**src/rtl/id_hazard_scoreboard.sv**
```systemverilog
// Decode-stage register scoreboard: per-register latency counters drive stall/issue for RAW and WAW hazards.
// Optional macro IDSB_FORWARD_EN: when defined, results count as usable at forwarding time rather than writeback.
module id_hazard_scoreboard #(
    parameter int ALU_LAT  = 1,
    parameter int LOAD_LAT = 2,
    parameter int MUL_LAT  = 4,
    parameter int WB_EXTRA = 2,
    parameter int CNT_W    = 3
) (
    input  logic        clk,
    input  logic        rst,
    input  logic        id_valid_i,
    input  logic        reg1_read_i,
    input  logic [4:0]  reg1_addr_i,
    input  logic        reg2_read_i,
    input  logic [4:0]  reg2_addr_i,
    input  logic        wreg_write_i,
    input  logic [4:0]  wreg_addr_i,
    input  logic [1:0]  lat_class_i,
    input  logic        ex_stall_i,
    input  logic        flush_i,
    output logic        stall_o,
    output logic        issue_o,
    output logic [31:0] pending_o
);
    localparam int NREG = 32;

    logic [CNT_W-1:0] cnt_q [NREG];
    logic [CNT_W-1:0] cnt_d [NREG];
    logic [CNT_W-1:0] load_val;
    logic             raw;
    logic             waw;
    logic             issue_int;
    logic             load_en;

    function automatic logic hz(input logic [CNT_W-1:0] k);
`ifdef IDSB_FORWARD_EN
        return k > CNT_W'(1);
`else
        return k != '0;
`endif
    endfunction

    always_comb begin
        case (lat_class_i)
            2'b00:   load_val = CNT_W'(ALU_LAT);
            2'b01:   load_val = CNT_W'(LOAD_LAT);
            default: load_val = CNT_W'(MUL_LAT);
        endcase
`ifndef IDSB_FORWARD_EN
        load_val = load_val + CNT_W'(WB_EXTRA);
`endif
    end

    // Register 0 never holds a nonzero count, so it can never raise a hazard.
    assign raw = (reg1_read_i & hz(cnt_q[reg1_addr_i]))
               | (reg2_read_i & hz(cnt_q[reg2_addr_i]));
    assign waw = wreg_write_i & (wreg_addr_i != 5'd0) & (cnt_q[wreg_addr_i] > load_val);

    assign issue_int = id_valid_i & ~raw & ~waw & ~ex_stall_i & ~flush_i;
    assign load_en   = issue_int & wreg_write_i & (wreg_addr_i != 5'd0);

    assign stall_o = rst & id_valid_i & (raw | waw) & ~flush_i;
    assign issue_o = rst & issue_int;

    generate
        for (genvar gi = 0; gi < NREG; gi++) begin : g_pend
            assign pending_o[gi] = rst & (cnt_q[gi] != '0);
        end
    endgenerate

    always_comb begin
        for (int i = 0; i < NREG; i++) begin
            cnt_d[i] = cnt_q[i];
            if (i == 0 || flush_i) begin
                cnt_d[i] = '0;
            end else if (!ex_stall_i) begin
                if (load_en && wreg_addr_i == 5'(i)) begin
                    cnt_d[i] = load_val;
                end else if (cnt_q[i] != '0) begin
                    cnt_d[i] = cnt_q[i] - CNT_W'(1);
                end
            end
        end
    end

    always_ff @(posedge clk) begin
        for (int i = 0; i < NREG; i++) begin
            if (!rst) begin
                cnt_q[i] <= '0;
            end else begin
                cnt_q[i] <= cnt_d[i];
            end
        end
    end
endmodule

```
**config.mk**
```make
export PLATFORM = sky130hd
export DESIGN_NAME = id_hazard_scoreboard
export DESIGN_NICKNAME = d
export VERILOG_FILES = /design/src/rtl/id_hazard_scoreboard.sv
export SDC_FILE = /design/constraint.sdc
export NUM_CORES = 1
export LEC_CHECK = 0
export BUFFER_PORTS_ARGS = -buffer_cell sky130_fd_sc_hd__buf_4
export CAP_MARGIN = 10
export CORE_MARGIN = 2
export CORE_UTILIZATION = 40
export CTS_CLUSTER_SIZE = 25
export DETAILED_ROUTE_END_ITERATION = 10
export MAX_ROUTING_LAYER = met4
export PLACE_DENSITY = 0.67
export SETUP_SLACK_MARGIN = 0.2
export SYNTH_ARGS = -nofsm -noshare
export SYNTH_HDL_FRONTEND = slang
export SYNTH_SLANG_ARGS = --single-unit
```
**constraint.sdc**
```tcl
create_clock -name clk -period 5.1 [get_ports clk]
set_input_delay 1.02 -clock clk [delete_from_list [all_inputs] [get_ports clk]]
set_output_delay 1.02 -clock clk [all_outputs]
set_load 0.1 [all_outputs]
```
After elaboration in Yosys (flattened, before gate mapping)
Memory sizes are Yosys's and may differ from the RTL's.
Index checks and enable logic that the tools add are counted.

word-level totals
  memories = 1
  register bits = 0
  input port bits = 25
  output and inout port bits = 34
  logic and storage cells = 376
  RAM bits = 96

cells by class
  reductions and logical operators = 67
  multiplexer cells = 159
  bitwise logic cells = 84
  $lt $le $gt $ge = 1
  add/sub/neg operators = 32
  equal/unequal tests = 32

memories
  name   depth  width  read ports  clocked after Yosys merged registers in  write ports  line  source
  cnt_q  32     3      35          0                                        32           28    logic [CNT_W-1:0] cnt_q [NREG];

operators by type and width
  kind                   count
  $mux W3                156
  $reduce_bool A3 Y1     34
  $sub A3 B1 Y3 const B  31
  $eq A5 B5 Y1 const B   16
  $and A1 B1 Y1          46
  $eq A5 B4 Y1 const B   8
  $or A1 B1 Y1           34
  $logic_and A1 B1 Y1    31
  $eq A5 B3 Y1 const B   4
  $eq A5 B2 Y1 const B   2
  $pmux W3 S2            1
  $eq A5 B1 Y1 const B   1
  $reduce_bool A5 Y1     1
  $not A1 Y1             4
  $add A3 B2 Y3 const B  1
  $gt A3 B3 Y1           1
  $eq A2 B1 Y1 const B   1
  $logic_not A2 Y1       1
  $mux W1                2

Longest topological paths before layout
  depth after elaboration = 16
  depth in mapped cells = 19

Worst setup path after synthesis
OpenSTA, ideal clock, no wires.

  path kind = input to output
  start point = in wreg_addr_i[0]
  end point = out stall_o
  arrival time = 4.955 ns
  cell stages on the path = 15
  slack = -0.875 ns
  buffers on the path = 3
  cells stage by stage = buf_1 mux4_2 a211oi_1 a21oi_1 a2111oi_0 a21oi_1 ha_1 a21o_1 a21oi_1 a311o_1 o21a_1 buf_2 nand2_1 clkbuf_1 and3_1

on the way
  longest elaborated chain between the ends = 6
  elaborated cells between the ends (all ways) = 8
  classes of those cells = order compare: 1; bitwise: 5; reduce/logical: 1; memory: 1

RTL lines
  item                                                         line  source
  start: declaration                                           18    input logic [4:0] wreg_addr_i,
  $mem_v2 Z32 W3 / $reduce_bool A5 Y1 (equally long branches)  --
  $gt A3 B3 Y1 / $and A1 B1 Y1 (equally long branches)         58    assign waw = wreg_write_i & (wreg_addr_i != 5'd0) & (cnt_q[wreg_addr_i] > load_val);
  $and A1 B1 Y1 (*)                                            58
  $or A1 B1 Y1 (*)                                             63    assign stall_o = rst & id_valid_i & (raw | waw) & ~flush_i;
  $and A1 B1 Y1 (*) (2 in a row)                               63
  end: declaration                                             22    output logic stall_o,

Mark *: on every way between the ends. The rest lies on a longest branch, timed or not.

Final worst setup path
Same ends and word-level chain as after synthesis.

==> results.json <==
{
  "synth_area_leaders": "dfxtp_1, ha_1, mux4_2",
  "yosysTopAreaCell": "dfxtp_1",
  "yosysMostFrequentCell": "dfxtp_1",
  "grt_pass1_vias": 7729,
  "maxSlewViolCount": 0,
  "root_buffer": "clkbuf_16",
  "min-delay-start": "cnt_q[16][2]",
  "synth_seq_cells": 93,
  "cp.required_ns": 4.08,
  "min_period_ns": 4.85,
  "multi_input_area_mm2": 0.00634,
  "reg2regPathDepth": 13,
  "cellPowerDensity_mw_per_mm2": 178,
  "worstPathMaxFanout": 12,
  "cts_buffers": 9,
  "seq_area_frac_synth": 0.215,
  "peakVddDrop_mv": 0.167,
  "syn_to_final_growth_pct": 13.2,
  "syn_avg_cell_area_um2": 8.45,
  "fin_skew_ns": 0.00600,
  "drt-initial-drc-count": 937,
  "cp-start-kind": "input port",
  "final_cell_area_mm2": 0.00982,
  "setup_viol": 0,
  "rr_endpoint": "cnt_q[31][1]",
  "syn_inst": 1026,
  "hold_path_depth": 2,
  "cts-htree-levels": 3,
  "cts.sinks": 93,
  "wl_per_cell_um": 20.6,
  "drive_above_1_share": 0.179,
  "cts_tree": "built",
  "track_usage": 0.253,
  "drt-pass1-iter-count": 6,
  "numPortBuffers": 57,
  "synth_top_cells_by_count": "dfxtp_1, nor2b_1, inv_1",
  "register_area_mm2": 0.00186,
  "die-height_um": 151,
  "ant_nets": 0,
  "critPathKind": "input port to primary output",
  "top_regs": "cnt_q x93",
  "max_slew_margin": 0.263,
  "arrival_ns": 3.83,
  "clk_pin_slew_worst_paths_ns": 0.07,
  "cts_max_path_buffers": 2,
  "drv_cap": 0,
  "r2r-start": "cnt_q[27][0]",
  "fin_crit_sh": 0.950,
  "fp.dieW_um": 151,
  "start_util": 0.410,
  "p_total_mw": 1.75,
  "synth.cell_area_mm2": 0.00867,
  "async_flop_share": 0,
  "vias": 8454,
  "r2r_slack_ns": 1.37,
  "synth-edff-count": 0,
  "rsz0062_at_grt": "false",
  "antenna_found_initial": 1,
  "fillers": 2034,
  "gr-total-overflow": 0,
  "largest_register_ffs": 93,
  "clk_latency_ns": 0.36,
  "yosysTopAreaCellShare": 0.215,
  "largest_register": "cnt_q",
  "hpwl_um": 20200,
  "hold_viol": 0,
  "tightest_slew_ns": 1.10,
  "boundaryPins": 59,
  "rows": 53,
  "via_per_inst": 6.35,
  "outcome": "completed",
  "synth_warnings": 0,
  "yosys_most_used_dff": "dfxtp_1",
  "grt_pass1_wl_um": 43300,
  "drc": 0,
  "die_area_mm2": 0.0229,
  "leakage_nw": 3.21,
  "fmax_ghz": 0.206,
  "endpoint_kind": "primary output",
  "core-area_mm2": 0.0212,
  "wirelength_um": 27500,
  "gp_congestion": 0.987,
  "place_area_mm2": 0.00937,
  "synth_cell_types": 68,
  "min_path_type": "flip-flop to flip-flop",
  "min_to": "cnt_q[16][2]",
  "synth_nets": 1116,
  "grt_max_degree": 87,
  "nNetsFinal": 1140
}
[cell usage in the layout, fill, tap and decap left out, types with 28 or more instances in the layout]
master	n
nand2_1	57
ha_1	64
inv_1	69
a21oi_1	34
nor3_1	31
buf_4	72
dfxtp_1	93
nor4b_1	33
nor2b_1	78
a31oi_1	29
nor2_1	47
mux4_2	33
o21ai_0	28
nand3_1	51
[cell families (layout without fill, tap and decap cells)]
group	Yosys count	count (layout)	synth area share
compound gates	238	238	0.210
mux	62	62	0.121
flops	93	93	0.215
other cells	1	2	0.000433
buf+inv	135	164	0.0638
simple gates	432	432	0.297
fa+ha+maj	65	65	0.0938
[critical path, stage by stage]
cell and delay [ns]:
buf_12 0.13, buf_4 0.16, nor2b_1 0.14, buf_4 0.16, a22o_1 0.23, mux4_2 0.47, mux2_4 0.30, ha_4 0.26
a21oi_1 0.05, a311o_1 0.30, o21a_1 0.15, nand2_4 0.08, and3_4 0.19, buf_12 0.17
[layer usage]
layer	vias up	global-route usage	wire [um]	share of wire
met5	-	-	0	0
met4	0	0.0710	569	0.021
met3	43	0.0431	2280	0.083
met2	406	0.373	11900	0.43
met1	4084	0.356	12700	0.46
li1	3921	-	-	-
[through the flow]
step                      hold WS (ns)  setup TNS, ns  cells  setup slack [ns]   util
final                            0.546              0   1331             0.253  0.464
after global routing             0.582              0   1331             0.196  0.464
after CTS                        0.546              0   1329             0.225  0.461
after detailed placement         0.537        -0.0128   1313           -0.0128  0.443
after global placement           0.518        -0.0294   1313           -0.0294  0.443
after floorplan                  0.491              0   1026             0.195      -
[worst max path at each step]
stage / slack, ns / start / cells past startpoint / endpoint
5_1_grt: 0.20 / wreg_addr_i[0] / 14 / issue_o
4_1_cts: 0.22 / wreg_addr_i[0] / 17 / issue_o
2_1_floorplan: 0.19 / wreg_addr_i[0] / 14 / issue_o
3_3_place_gp: -0.03 / wreg_addr_i[0] / 17 / stall_o
6_report: 0.25 / wreg_addr_i[0] / 14 / stall_o
3_5_place_dp: -0.01 / wreg_addr_i[0] / 17 / stall_o
[area by class of cell]
type                       instances  share of cell area
tap                              275              0.0351
clock inverter                     5             0.00841
sequential                        93               0.190
timing repair buffer              79              0.0690
multi-input combinational        798               0.646
inverter                          69              0.0264
antenna                            1            0.000255
clock buffer                      11              0.0257
[where the power goes]
part,switching (mW),internal [mW],total [mW],leakage [nW]
Sequential,0.000799,0.726,0.727,0.749
Clock,0.316,0.457,0.772,0.154
Combinational,0.169,0.0800,0.249,2.31
[repair_timing]
item,4_1_cts,5_1_grt
pin swaps,1,1
endpoints found under the setup margin,2,2
gates resized for setup,10,6
endpoints found under the hold margin,0,0
hold buffers,0,0
cloned,0,1
buffers inserted,0,0
No activity file was read; power rests on OpenSTA's default activity.
